File: src/rtl/stack_ctrl_pkg.sv
// Shared opcode/subcode constants, FSM state type and decode bundle for stack_ctrl.
package stack_ctrl_pkg;

  localparam logic [3:0] OP_STACK = 4'd7;
  localparam logic [3:0] OP_FLOW  = 4'd11;
  localparam logic [3:0] OP_LDST  = 4'd12;
  localparam logic [3:0] OP_LDI   = 4'd13;
  localparam logic [3:0] OP_STI   = 4'd14;

  // ra subcodes; meaning depends on the opcode they accompany
  localparam logic [1:0] RA_PUSH = 2'd0;
  localparam logic [1:0] RA_POP  = 2'd1;
  localparam logic [1:0] RA_CALL = 2'd1;
  localparam logic [1:0] RA_RET  = 2'd2;
  localparam logic [1:0] RA_RTI  = 2'd3;
  localparam logic [1:0] RA_LDD  = 2'd1;
  localparam logic [1:0] RA_STD  = 2'd2;

  typedef enum logic [1:0] {
    IDLE = 2'd0,
    RTI2 = 2'd1,
    INT1 = 2'd2,
    INT2 = 2'd3
  } state_t;

  typedef struct packed {
    logic push_t;
    logic pop_t;
    logic is_rti;
    logic mem_wr;
    logic use_alu;
  } stack_dec_t;

endpackage

File: src/rtl/stack_ctrl_decode.sv
// Combinational memory-stage decode of ir/valid into stack and load/store classes.
module stack_decode
  import stack_ctrl_pkg::*;
(
  input  logic [7:0] ir,
  input  logic       valid,
  output stack_dec_t dec
);

  logic [3:0] op;
  logic [1:0] ra;
  logic [1:0] ir_unused;

  assign op        = ir[7:4];
  assign ra        = ir[3:2];
  assign ir_unused = ir[1:0];

  always_comb begin
    dec = '0;
    if (valid) begin
      dec.push_t = ((op == OP_STACK) && (ra == RA_PUSH)) ||
                   ((op == OP_FLOW)  && (ra == RA_CALL));
      dec.pop_t  = ((op == OP_STACK) && (ra == RA_POP)) ||
                   ((op == OP_FLOW)  && (ra == RA_RET));
      dec.is_rti = (op == OP_FLOW) && (ra == RA_RTI);
      dec.mem_wr = ((op == OP_LDST) && (ra == RA_STD)) || (op == OP_STI);
      // LDD/LDI and every unlisted code simply present alu_addr with no write
      dec.use_alu = !(dec.push_t || dec.pop_t || dec.is_rti);
    end
  end

endmodule

File: src/rtl/stack_ctrl.sv
// Memory-stage stack pointer, data-memory address and RTI/interrupt-entry sequencer.
// Optional build macro STACK_GUARD_EN adds overflow/underflow protection with sticky stk_err.
module stack_ctrl
  import stack_ctrl_pkg::*;
#(
  parameter logic [7:0] SP_RESET    = 8'hFF,
  parameter logic [7:0] STACK_LIMIT = 8'h80
) (
  input  logic       clk,
  input  logic       rst,
  input  logic [7:0] ir,
  input  logic       valid,
  input  logic       irq_take,
  input  logic [7:0] alu_addr,
  output logic [7:0] mem_addr,
  output logic       mem_we,
  output logic       flags_sel,
  output logic       stall,
  output logic       irq_ack,
  output logic [7:0] sp,
  output logic       stk_err,
  output state_t     state_dbg
);

  // Handshake: stall=1 means upstream must hold IF/ID/EX and this stage's input
  // register; the instruction presented with stall=1 is consumed and must not be re-issued.

  state_t     state, next_state;
  stack_dec_t dec;
  logic [7:0] sp_next;
  logic [7:0] addr_raw;
  logic       we_raw, flags_raw, stall_raw, ack_raw;
  logic       push_acc, pop_acc, fault;

  stack_decode u_decode (
    .ir    (ir),
    .valid (valid),
    .dec   (dec)
  );

  always_comb begin
    next_state = state;
    addr_raw   = alu_addr;
    we_raw     = 1'b0;
    flags_raw  = 1'b0;
    stall_raw  = 1'b0;
    ack_raw    = 1'b0;
    push_acc   = 1'b0;
    pop_acc    = 1'b0;
    case (state)
      IDLE: begin
        if (valid) begin
          if (dec.push_t) begin
            addr_raw = sp;
            we_raw   = 1'b1;
            push_acc = 1'b1;
          end else if (dec.pop_t) begin
            addr_raw = sp + 8'd1;
            pop_acc  = 1'b1;
          end else if (dec.is_rti) begin
            addr_raw   = sp + 8'd1;
            flags_raw  = 1'b1;
            stall_raw  = 1'b1;
            pop_acc    = 1'b1;
            next_state = RTI2;
          end else if (dec.use_alu) begin
            addr_raw = alu_addr;
            we_raw   = dec.mem_wr;
          end
        end else if (irq_take) begin
          // detect cycle: no memory access, pipeline frozen for PC capture
          stall_raw  = 1'b1;
          next_state = INT1;
        end
      end
      RTI2: begin
        addr_raw   = sp + 8'd1;
        pop_acc    = 1'b1;
        next_state = IDLE;
      end
      INT1: begin
        addr_raw   = sp;
        we_raw     = 1'b1;
        push_acc   = 1'b1;
        stall_raw  = 1'b1;
        next_state = INT2;
      end
      INT2: begin
        addr_raw   = sp;
        we_raw     = 1'b1;
        flags_raw  = 1'b1;
        push_acc   = 1'b1;
        ack_raw    = 1'b1;
        next_state = IDLE;
      end
      default: next_state = IDLE;
    endcase
  end

`ifdef STACK_GUARD_EN
  logic stk_err_q;

  // a faulting access is suppressed but the sequence still advances
  assign fault = (push_acc && (sp == STACK_LIMIT)) || (pop_acc && (sp == 8'hFF));

  always_ff @(posedge clk or posedge rst) begin
    if (rst) begin
      stk_err_q <= 1'b0;
    end else if (fault) begin
      stk_err_q <= 1'b1;
    end
  end

  assign stk_err = stk_err_q;
`else
  logic guard_unused;

  assign guard_unused = (sp == STACK_LIMIT);
  assign fault        = 1'b0;
  assign stk_err      = 1'b0;
`endif

  always_comb begin
    sp_next = sp;
    if (push_acc && !fault) begin
      sp_next = sp - 8'd1;
    end else if (pop_acc && !fault) begin
      sp_next = sp + 8'd1;
    end
  end

  always_ff @(posedge clk or posedge rst) begin
    if (rst) begin
      state <= IDLE;
      sp    <= SP_RESET;
    end else begin
      state <= next_state;
      sp    <= sp_next;
    end
  end

  // reset is asynchronous, so outputs are masked directly rather than via state
  assign mem_addr  = rst ? alu_addr : addr_raw;
  assign mem_we    = !rst && we_raw && !fault;
  assign flags_sel = !rst && flags_raw;
  assign stall     = !rst && stall_raw;
  assign irq_ack   = !rst && ack_raw;
  assign state_dbg = state;

endmodule

File: config.mk
export PLATFORM = sky130hd
export DESIGN_NAME = stack_ctrl
export DESIGN_NICKNAME = d
export VERILOG_FILES = /design/src/rtl/stack_ctrl_pkg.sv /design/src/rtl/stack_ctrl_decode.sv /design/src/rtl/stack_ctrl.sv
export SDC_FILE = /design/constraint.sdc
export NUM_CORES = 1
export LEC_CHECK = 0
export ABC_AREA = 1
export BUFFER_PORTS_ARGS = -buffer_cell sky130_fd_sc_hd__buf_2
export CAP_MARGIN = 20
export CORE_ASPECT_RATIO = 1.25
export CORE_UTILIZATION = 35
export CTS_CLUSTER_DIAMETER = 40
export DETAILED_ROUTE_END_ITERATION = 7
export PLACE_DENSITY_LB_ADDON = 0.1
export SYNTH_ARGS = -nofsm -noshare
export SYNTH_HDL_FRONTEND = slang
export SYNTH_SLANG_ARGS = --single-unit
File: constraint.sdc
create_clock -name clk -period 2.3 [get_ports clk]
set_input_delay 0.345 -clock clk [delete_from_list [all_inputs] [get_ports clk]]
set_output_delay 0.345 -clock clk [all_outputs]
set_load 0.02 [all_outputs]
; After elaboration in Yosys (flattened, before gate mapping)
; Index checks and enable logic that the tools add are counted.
; Widths: inputs -> output; s select.
[word_totals]
reg_bits = 10
word_cells = 78
ramBits = 0
in_bits = 20
latch_bits = 0
mem_count = 0
romBits = 0
[classes]
div = 0
mux = 37
reduce_logical = 23
n_eq_ne = 14
order_cmp = 0
shifts = 0
add_sub_neg = 2
mul = 0
bitwise_logic = 0
[ops]
columns = cell, n
row1 = $mux 8, 7
row2 = $pmux 8 s3, 1
row3 = $mux 1, 17
row4 = $eq 4x4->1 const B, 3
row5 = $ne 3x3->1 const B, 4
row6 = $logic_and 1x1->1, 10
row7 = $mux 2, 5
row8 = $pmux 1 s2, 5
row9 = $add 8x1->8 const B, 1
row10 = $eq 2x2->1 const B, 4
row11 = $sub 8x1->8 const B, 1
row12 = $pmux 2 s3, 1
row13 = $logic_or 1x1->1, 5
row14 = $mux 5, 1
row15 = $eq 2x1->1 const B, 2
row16 = $eq 4x3->1 const B, 1
row17 = $logic_not 2->1, 2
row18 = $reduce_and 4->1, 1
row19 = $reduce_or 2->1, 2
row20 = $logic_not 1->1, 2
row21 = $reduce_bool 2->1, 1

; Depth between registers and ports, before layout
; Gate-level depths: netlist of the first run.
[logic_depth]
ltp_word = 14
ltp_mapped = 12

; Modules after synthesis
; From an unflattened synthesis of the first run, not the netlist that was laid out.
[unflattened]
cells_unflattened = 262
area_unflattened_um2 = 1565.3
[by_module_without_submodules]
columns = module, area_per_inst_um2, seq_area_each_um2, cells_each, instances
row1 = stack_ctrl, 1432.6, 260.2, 232, 1
row2 = stack_decode, 132.6, 0.0, 30, 1

; Worst setup path before layout of the first run
; Ideal clock, no wire load.
[synth_path]
kind = register to output
start = register state[0] (netlist: state_dbg[0])
end = output flags_sel
t_arrival_ps = 1982
path_slack_ps = -27
required_ps = 1955
stages_incl_launch_ff = 9
path_cell_list = dfrtp_1 inv_1 ha_1 inv_1 buf_2 a21oi_1 nand2_1 nand3_1 a211oi_1
[synth_via]
elab_chain_cells = 3
elab_cells_between_ends = 4
[synth_lines]
columns = item, line
row1 = from (decl), stack_ctrl.sv:28  ; state_t state, next_state;
row2 = from (signal assigned), stack_ctrl.sv:137  ; state <= next_state;
row3 = $eq 2x2->1 or $logic_not 2->1 (tied branches), stack_ctrl.sv:50  ; case (state)
row4 = $pmux 1 s2 *, stack_ctrl.sv:50
row5 = $logic_and 1x1->1 *, stack_ctrl.sv:145  ; assign flags_sel = !rst && flags_raw;
row6 = to (decl), stack_ctrl.sv:17  ; output logic flags_sel,
; Mark *: on every way between the ends. The rest lies on a longest branch, timed or not.

; Worst setup path after layout of the first run
[layout_path]
start = register sp[1]
end = output mem_addr[5]
[layout_via]
elab_chain_cells = 7
[layout_lines]
columns = item, line
row1 = from (decl), stack_ctrl.sv:20  ; output logic [7:0] sp,
row2 = from (signal assigned), stack_ctrl.sv:138  ; sp <= sp_next;
row3 = $add 8x1->8 *, "stack_ctrl.sv:58, stack_ctrl.sv:61, stack_ctrl.sv:77"
row4 = $mux 8, stack_ctrl.sv:60  ; end else if (dec.is_rti) begin
row5 = $mux 8, stack_ctrl.sv:57  ; end else if (dec.pop_t) begin
row6 = $mux 8, stack_ctrl.sv:53  ; if (dec.push_t) begin
row7 = $mux 8, stack_ctrl.sv:52  ; if (valid) begin
row8 = $pmux 8 s3 *, stack_ctrl.sv:50
row9 = $mux 8 *, stack_ctrl.sv:143  ; assign mem_addr = rst ? alu_addr : addr_raw;
row10 = to (decl), stack_ctrl.sv:15  ; output logic [7:0] mem_addr,
; Marks and branches as above.

==> results of run 1 <==
==> how the worst min path moves through the flow <==
stage	depth (start not counted)	slack (ps)	start	to
final	2	250	rst	state_dbg[0]
after global routing	2	300	rst	state_dbg[0]
after CTS	2	230	rst	state_dbg[0]
after detailed placement	2	490	rst	state_dbg[0]
after global placement	2	490	rst	state_dbg[1]
after floorplan	2	390	rst	state_dbg[0]
==> stage by stage <==
stage	util	hold slack (ps)	worst slack, ps	power [mW]	instance area (um^2)
after floorplan	-	387.3	138.9	1.750	1590
after CTS	0.4481	235.0	1.078	2.531	1968
after global placement	0.4293	493.0	171.8	2.288	1886
after detailed placement	0.4293	492.3	178.7	2.287	1886
final	0.4715	246.7	16.90	2.708	2071
after global routing	0.4715	304.6	-79.98	2.971	2071
==> cells in the final DEF, fill, tap and decap left out, drive strengths merged, types with 3 or more instances in the layout <==
| cell type | Yosys | routed |
|---|---|---|
| nor2 | 24 | 24 |
| xor2 | 7 | 7 |
| dfstp | 8 | 8 |
| o21ai | 6 | 6 |
| nand3 | 51 | 51 |
| a211oi | 3 | 3 |
| nand2 | 87 | 87 |
| clkbuf | 0 | 4 |
| inv | 31 | 31 |
| buf | 6 | 53 |
| ha | 6 | 6 |
| a21oi | 25 | 25 |
==> cell usage after synthesis <==
library cell,count,share of area
o21ai_0,6,0.019
xnor2_1,1,0.0055
dfstp_2,8,0.13
nand4_1,1,0.0039
buf_4,1,0.0047
nor2_2,3,0.012
nand3_4,4,0.044
conb_1,1,0.0024
nand3b_1,2,0.0095
nor2_1,20,0.047
dfrtp_1,2,0.032
o211ai_1,2,0.0095
buf_2,5,0.016
nor3_1,1,0.0032
a31oi_1,1,0.0039
or2_2,1,0.0039
ha_1,6,0.047
nand3_2,2,0.013
inv_1,28,0.066
nand2_1,81,0.19
inv_2,3,0.0071
a211oi_1,3,0.014
o22ai_1,2,0.0079
nand3_1,45,0.14
nor4_1,1,0.0039
nand2_2,3,0.012
nand2_4,3,0.021
a21oi_1,25,0.079
nor2_4,1,0.0071
xor2_1,7,0.039
==> cells by family (layout without fill, tap and decap cells) <==
family / Yosys count / in the layout
compound gates: 39 / 39
buf+inv: 37 / 88
simple gates: 168 / 168
other cells: 1 / 1
xor+xnor: 8 / 8
flops: 10 / 10
fa+ha+maj: 6 / 6
==> power by group through the flow <==
| stage | Sequential (mW) | Combinational (mW) | Clock, mW |
|---|---|---|---|
| after floorplan | 0.539 | 1.21 | 0 |
| final | 0.475 | 2.04 | 0.193 |
| after detailed placement | 0.476 | 1.81 | 0 |
| after global placement | 0.477 | 1.81 | 0 |
| after CTS | 0.482 | 1.85 | 0.198 |
| after global routing | 0.489 | 2.28 | 0.207 |
==> registers in the layout (all words and copies together) (netlist names) <==
| name | flops |
|---|---|
| state_dbg | 2 |
| sp | 8 |
==> worst max-delay path, cell delays in order (launching register included) <==
cell	delay, ps
dfstp_2	610
nand2_1	150
nor2_1	180
nand3_1	80
nand2_1	140
nand3_1	90
nand3_1	90
nand2_1	70
a21oi_1	120
buf_2	170
==> layer usage <==
layer,up-vias,global-route usage
li1,984,-
met1,835,0.2385
met2,47,0.3758
met3,2,0.01637
met4,0,0.03953
met5,-,0
==> timing repair <==
action,CTS,global route
endpoints found under the setup margin,3,11
resized for setup,5,18
buffers inserted,1,5
pin swaps,0,1
==> layout make-up <==
type / instances / area [um^2] / area share
clock buffer: 4 / 45.04 / 0.02175
timing repair buffer: 53 / 307.8 / 0.1486
sequential: 10 / 260.3 / 0.1257
tap: 58 / 72.57 / 0.03505
inverter: 31 / 116.4 / 0.05619
multi-input combinational: 222 / 1269 / 0.6127
==> metrics, run 1 <==
status finished, final reports clean; vias in the first global route about 1700; syn_area_per_cell approximately 5.9 um^2; layout cells sized above 1 0.3094; Worst R2R Path Depth 7; top sig layer met4; RR Startpoint state_dbg[1]; fmax around 440 MHz; Metal-1 WL between 2000 and 2500 um; Seq cells post-synth 10; die height ~77 um; via count between 1500 and 2000; Maximum Capacitance Violations 0; Critical Path RT slightly below 2000 ps; Leak a little over 1 nW; met3 WL around 210 um; Power Density about 1300 nW/um^2; Net Count, Synth slightly below 300; Fillers between 400 and 500; CTS H-tree depth 1; # rows 27; Combinational Power Share 0.753; worst-skew pair later-pin latency between 200 and 250 ps; Post-Synth Adder-Cell Area 0.04736; cts hold-fix bufs 0; Slew Limit Fails 0; reg-to-reg slack, setup approximately 640 ps; Overflow after GRT 0; number of setup violations in the final report 0; CP arrival about 1900 ps; antenna violations before repair 0; dpl cells between 300 and 400; Clk pwr share 0.071; Psw between 1 and 1.5 mW; post-route insts no fill between 300 and 400; largest family of logic cells by synthesized area simple AND/OR/NAND/NOR gates; Final Hold Viols 0; core area 4392 um^2; vias per cell 4.942; part of the power in registers 0.175; HP Class in -> async; Clock Pin Slew Worst Setup and Hold Paths roughly 50 ps; TritonRoute pass-1 iters 4; DP HPWL about 3700 um; # IOs 43; Synth Warn # 0; antenna-violating nets left 0; Post-Syn Instances between 200 and 300; internal power between 1 and 1.5 mW; sw frac 0.5522; Synth Area in Simple Gates 0.5146; clock tree from TritonCTS built; number of distinct library cells after synthesis 30; antenna cells 0; post-layout min period 2283 ps; crit path kind reg -> out; worst-margin pin slew roughly 660 ps; XOR/XNOR Fraction of Synth Area 0.04420; Period Utilization, post-route 0.9927; worst reg2reg endpoint sp[0]; deepest clock path buffer count 2; Nets 347; Starting Density 0.3610; RSZ-0062 raised after global routing true; total routed wirelength ~4700 um; CP endpoint mem_addr[5]; crit start category register; GR Util All Layers 0.1978; Setup crit end kind output pin; clk_skew between 8 and 9 ps; DRT iter0 DRCs 92; WL per Instance roughly 13 um; die width slightly above 60 um; GP Congestion roughly 0.84; clk sink count 10; Layout area overhead 30.62%; DIE AREA a little under 5000 um^2; DRC errors left 0; first-pass GRT wire length ~7800 um; root buffer cell clkbuf_8; largest net degree at the start of global routing 20; sequential share of the synthesized area 0.1642; worst setup path start sp[1]; setup TNS 0 ps; DR WL met2 2445 um; crit-path max FO 6; total CTS buffers 3; Worst slew margin 0.5604; Worst VDD drop 0.6150 mV; complex-gate fraction of the synthesized area 0.1334; Post-Syn Area about 1600 um^2; multiplexer share of the synthesized area 0; Port Buffers 39
Note: power is estimated with default switching activity, not from simulation.
==> inputs of run 2 (changes only) <==
--- a/config.mk
+++ b/config.mk
@@ -12,7 +12,7 @@
 export CORE_UTILIZATION = 35
 export CTS_CLUSTER_DIAMETER = 40
 export DETAILED_ROUTE_END_ITERATION = 7
-export PLACE_DENSITY_LB_ADDON = 0.1
+export PLACE_DENSITY_LB_ADDON = 0.08
 export SYNTH_ARGS = -nofsm -noshare
 export SYNTH_HDL_FRONTEND = slang
 export SYNTH_SLANG_ARGS = --single-unit
==> metrics, run 2 (synthesis gave the netlist of run 1 again) <==
Worst slew margin 0.6387 (+0.07831); antenna violations before repair 0 (unchanged); vias in the first global route 1769 (+3.3%); Power Density 1327 nW/um^2 (+1.5%); Clock Pin Slew Worst Setup and Hold Paths 60 ps (about the same); HP Class in -> async; CTS H-tree depth 1 (unchanged); GR Util All Layers 0.2068 (+0.009021); crit path kind reg -> out; Slowest-stage cell, CP dfstp_2; setup ws final 21.48 ps (+4.581 ps); WL per Instance 12.53 um (-0.15%); deepest clock path buffer count 2 (unchanged); DRT iter0 DRCs 86 (-6.5%); Worst VDD drop 0.4610 mV (-25%); cts hold-fix bufs 0 (unchanged); DIE AREA 4804 um^2 (unchanged); largest net degree at the start of global routing 19 (-5.0%); first-pass GRT wire length 8052 um (+3.6%); Overflow after GRT 0 (unchanged); DP HPWL 3744 um (+0.48%); Critical Path RT 1960 ps (about the same); most frequent cells in the layout nand2_1, nand3_1, buf_2, inv_1, a21oi_1; die height 77.25 um (unchanged); Layout area overhead 33.70%; CP cell instances ha_4, nand3_4, nor2_1, nand2_1, nand2_2, nand3_1, nand3_1, nand2_1, a21oi_2, buf_4; post-route insts no fill 378 (unchanged); layout cells sized above 1 0.3250 (+0.01563); core area 4392 um^2 (unchanged); RSZ-0062 raised after global routing true; TritonRoute pass-1 iters 4 (unchanged); antenna-violating nets left 0 (unchanged); # rows 27 (unchanged); CP arrival 1930 ps (about the same); Design Power 2.812 mW (+3.9%); via count 1853 (-0.80%); total routed wirelength 4738 um (-0.15%); Setup crit end kind output pin; Maximum Capacitance Violations 0 (unchanged); worst-margin pin slew 541.4 ps (-117.3 ps); # IOs 43 (unchanged); Setup WS pre-CTS 184.1 ps (+5.371 ps); DRC errors left 0 (unchanged); Leak 1.055 nW (+1.5%); crit start category register; Most flops, register sp; Critical Path Max Stage Delay 620 ps (about the same); Final Hold Viols 0 (unchanged); post-layout min period 2279 ps (-4.581 ps); status finished, final reports clean; Starting Density 0.3610 (unchanged); fmax 438.9 MHz (+0.20%); antenna cells 0 (unchanged); most common cell after layout, fill and taps aside nand2_1; worst-skew pair later-pin latency 250 ps (about the same); dpl cells 369 (+0.27%); Slew Limit Fails 0 (unchanged); reg-to-reg slack, setup 630 ps (about the same); Period Utilization, post-route 0.9907 (-0.001992); GP Congestion 0.7744 (-7.5%); max reg flops 8 (unchanged); clk sink count 10 (unchanged); Nets 347 (unchanged); total CTS buffers 3 (unchanged); clock tree from TritonCTS built; die width 62.20 um (unchanged); root buffer cell clkbuf_8; Fillers 490 (+0.82%); crit-path max FO 5 (-1); number of setup violations in the final report 0 (unchanged); Port Buffers 39 (unchanged); vias per cell 4.902 (-0.80%); clk_skew 8.877 ps (+0.4930 ps)
-- run 2: worst max-delay path: cells and delay by family, from the launching register on --
| kind | cells | cell delay (ps) |
|---|---|---|
| compound gates | 1 | 120 |
| fa+ha+maj | 1 | 180 |
| buf+inv | 1 | 150 |
| flops | 1 | 620 |
| simple gates | 7 | 630 |
-- run 2: area by class of cell --
| class | instances | area, um^2 | area share |
|---|---|---|---|
| Multi-Input combinational cell | 222 | 1287 | 0.6074 |
| Sequential cell | 10 | 260.3 | 0.1228 |
| Timing Repair Buffer | 53 | 327.8 | 0.1547 |
| Clock buffer | 4 | 55.05 | 0.02597 |
| Tap cell | 58 | 72.57 | 0.03424 |
| Inverter | 31 | 116.4 | 0.05490 |
-- run 2: timing repair --
action	CTS	global route
buffers inserted	1	4
pin swaps	0	9
gates resized for setup	4	28
endpoints found under the setup margin	2	11
-- run 2: power breakdown --
part | leakage [nW] | internal [mW] | switching [mW]
combinational | 0.917 | 0.813 | 1.30
sequential | 0.109 | 0.324 | 0.140
clock | 0.0288 | 0.151 | 0.0822
-- run 2: through the flow --
stage / utilization / instance area, um^2 / setup TNS [ps] / hold slack, ps
floorplan: - / 1590 / 0 / 387.3
global placement: 0.4311 / 1893 / 0 / 459.4
detailed placement: 0.4311 / 1893 / 0 / 463.4
CTS: 0.4521 / 1986 / 0 / 192.7
global route: 0.4826 / 2120 / -233.9 / 219.7
finish: 0.4826 / 2120 / 0 / 195.4
-- run 2: final timing paths --
| kind | endpoint | cells after the start | from |
|---|---|---|---|
| setup / recovery | mem_addr[6] | 10 | sp[1] |
| hold / removal | state_dbg[0] | 2 | rst |
| setup reg to reg | sp[0] | 7 | state_dbg[1] |
| hold reg to reg | sp[7] | 2 | sp[7] |
| max in group asynchronous | sp[1] | 3 | rst |
| min in group clk | state_dbg[1] | 3 | irq_take |
-- run 2: routing by layer --
layer  routed length, um  vias to the layer above  global-route usage  part of all wire
li1                    -                      981                   -                 -
met1                2130                      823              0.2554              0.45
met2                2403                       41              0.3659              0.51
met3                 134                        8             0.01935             0.028
met4                  69                        0             0.07907             0.015
met5                   0                        -                   0                 0
==> inputs of run 3 (changes only) <==
--- a/config.mk
+++ b/config.mk
@@ -10,9 +10,11 @@
 export CAP_MARGIN = 20
 export CORE_ASPECT_RATIO = 1.25
 export CORE_UTILIZATION = 35
+export CTS_BUF_LIST = sky130_fd_sc_hd__clkbuf_2
 export CTS_CLUSTER_DIAMETER = 40
 export DETAILED_ROUTE_END_ITERATION = 7
 export PLACE_DENSITY_LB_ADDON = 0.08
 export SYNTH_ARGS = -nofsm -noshare
 export SYNTH_HDL_FRONTEND = slang
+export SYNTH_HIERARCHICAL = 1
 export SYNTH_SLANG_ARGS = --single-unit
==> metrics, run 3 <==
worst reg2reg endpoint sp[2]; clk sink count 10 (unchanged); most numerous cell in the Yosys netlist nand2_1; number of setup violations in the final report 0 (unchanged); Post-synth EDFFs 0 (unchanged); Most flops, register sp; RR Startpoint state_dbg[1]; met3 WL 97 um (-28%); Starting Density 0.3730 (+0.01202); number of distinct library cells after synthesis 44 (+47%); Setup WS pre-CTS 78.33 ps (-105.7 ps); fmax 446.9 MHz (+1.8%); Net Count, Synth 289 (-2.0%); antenna cells 0 (unchanged); Worst VDD drop 0.5725 mV (+24%); Synth async-reset ratio 1.000 (unchanged); crit-path max FO 6 (+1); crit-path most repeated cell nand2_1; total CTS buffers 3 (unchanged); largest delay contributor family on the critical path flip-flops; CP endpoint mem_addr[4]; Synth Warn # 6 (+6); WL per Instance 11.86 um (-5.3%); Period Utilization, post-route 0.9729 (-0.01774); DRC errors left 0 (unchanged); status finished, final reports clean; DRT iter0 DRCs 64 (-26%); setup ws final 62.27 ps (+40.79 ps); syn_area_per_cell 5.974 um^2 (+1.4%); dpl cells 363 (-1.6%); layout cells sized above 1 0.4281 (+0.1031); Slew Limit Fails 0 (unchanged); HP Class in -> async; Maximum Capacitance Violations 0 (unchanged); core area 4197 um^2 (-4.4%); DR WL met2 2383 um (-0.83%); Final Hold Viols 0 (unchanged); RSZ-0062 raised after global routing true; clock tree from TritonCTS built; Leak 1.115 nW (+5.8%); worst setup path start sp[1]; most frequent cells in the layout nand2_1, buf_2, buf_4, inv_1, nand3_1; die width 61.82 um (-0.61%); GR Util All Layers 0.1944 (-0.01233); max reg flops 8 (unchanged); sequential share of the synthesized area 0.1663 (+0.002100); Overflow after GRT 0 (unchanged); Post-Syn Instances 262 (-2.6%); DIE AREA 4746 um^2 (-1.2%); antenna-violating nets left 0 (unchanged); Fillers 449 (-8.4%); total routed wirelength 4544 um (-4.1%); via count 1847 (-0.32%); Hold Worst Slack 308.1 ps (+112.7 ps); final instance area 2231 um^2 (+5.3%); die height 76.77 um (-0.61%); root buffer cell clkbuf_2; Metal-1 WL 1975 um (-7.3%); Worst R2R Path Depth 10 (+3); multi-input logic area 1282 um^2 (-0.39%); CP cell instances ha_4, nand3_4, xor2_2, o21ai_1, nand2_1, nand2_1, nand2_1, nand2_1, buf_4; setup TNS 0 ps (unchanged); # IOs 43 (unchanged); worst-skew pair later-pin latency 270 ps (+20 ps); vias per cell 4.822 (-1.6%); crit start category register; top post-synthesis cells by area nand2_1, dfstp_2, inv_1; Seq cells post-synth 10 (unchanged); Buf/Inv on CP 1 (unchanged); Clock Pin Slew Worst Setup and Hold Paths 110 ps (+50 ps); vias in the first global route 1637 (-7.5%); top sig layer met4; Layout area overhead 42.53%; Critical Path Max Stage Delay 660 ps (+40 ps); post-route insts no fill 383 (+1.3%); Setup crit end kind output pin; reg-to-reg slack, setup 360 ps (-270 ps); critical path depth in cells 9 (-1); deepest clock path buffer count 2 (unchanged); CP arrival 1890 ps (-40 ps); Post-Syn Area 1565 um^2 (-1.3%); Nets 355 (+2.3%); leading area contributor after synthesis nand2_1; FF/Latch Area 260.3 um^2 (unchanged); antenna violations before repair 0 (unchanged); crit path kind reg -> out; TritonRoute pass-1 iters 6 (+2); # rows 26 (-3.7%); Critical Path RT 1960 ps (about the same); top_reg_cell synth dfstp_2; first-pass GRT wire length 7162 um (-11%); GP Congestion 0.8336 (+7.6%); Post-DP Area 1876 um^2 (-0.93%); clk_skew 10.91 ps (+2.030 ps); Synth top area share 0.2038 (+0.01205); Slowest-stage cell, CP dfstp_2; commonest cells in the netlist nand2_1, inv_1, nand3_1; Port Buffers 39 (unchanged); CTS H-tree depth 1 (unchanged); Power Density 1434 nW/um^2 (+8.1%); DP HPWL 3613 um (-3.5%); largest net degree at the start of global routing 12 (-7); most common cell after layout, fill and taps aside nand2_1; post-layout min period 2238 ps (-40.79 ps)
==> run 3: cell count changes after synthesis, sizes merged, moves of 2 or more <==
cell,previous run,this run
xor2,7,4
a21oi,25,9
nor2,24,26
inv,31,41
nand3,51,24
o21ai,6,20
o22ai,2,7
==> run 3: worst min path at each step <==
stage	start	to	slack [ps]
after floorplan	rst	state_dbg[0]	340
after global placement	sp[5]	sp[5]	520
after detailed placement	sp[5]	sp[5]	530
after CTS	rst	sp[1]	310
after global routing	rst	sp[0]	300
final	rst	sp[1]	310
==> run 3: area by class of cell <==
type                            count  share of cell area
Timing Repair Buffer               67              0.1935
Clock inverter                      1            0.001683
Clock buffer                        3            0.006730
Tap cell                           56             0.03141
Sequential cell                    10              0.1167
Inverter                           42             0.07515
Multi-Input combinational cell    204              0.5749
==> run 3: power by group <==
group          leakage [nW]  switching [mW]  internal [mW]
clock                0.0140          0.0662         0.0378
sequential            0.108           0.167          0.338
combinational         0.993            1.54           1.05
total                  1.12            1.78           1.42
==> run 3: through the flow <==
step / utilization / power (mW)
finish: 0.5316 / 3.200
detailed placement: 0.4469 / 2.636
CTS: 0.4589 / 2.797
global placement: 0.4469 / 2.635
floorplan: - / 2.084
global route: 0.5316 / 3.492
==> run 3: timing repair <==
item                                    in CTS  in global routing
gates resized for setup                      3                 58
buffers inserted                             2                 14
pin swaps                                    0                 12
endpoints found under the setup margin       3                 10
hold buffers                                 0                  0
==> run 3: worst register-to-register path, stage by stage, from the launching register on <==
cell	delay (ps)
dfrtp_1	430
buf_4	150
ha_1	190
nor2_2	150
buf_4	160
o21ai_4	60
buf_4	150
inv_4	80
o211ai_4	120
buf_4	190
o22ai_1	190
==> run 3: cell families after synthesis <==
| family | synth area share |
|---|---|
| flops | 0.1663 |
| compound gates | 0.2015 |
| other cells | 0.002396 |
| buf+inv | 0.1343 |
| xor+xnor | 0.03278 |
| fa+ha+maj | 0.05595 |
| simple gates | 0.4069 |
==> run 3: per-layer routing <==
layer	up-vias	global-route usage
met5	-	0
met4	0	0.08000
met3	8	0.02361
met2	35	0.3333
met1	826	0.2341
li1	978	-
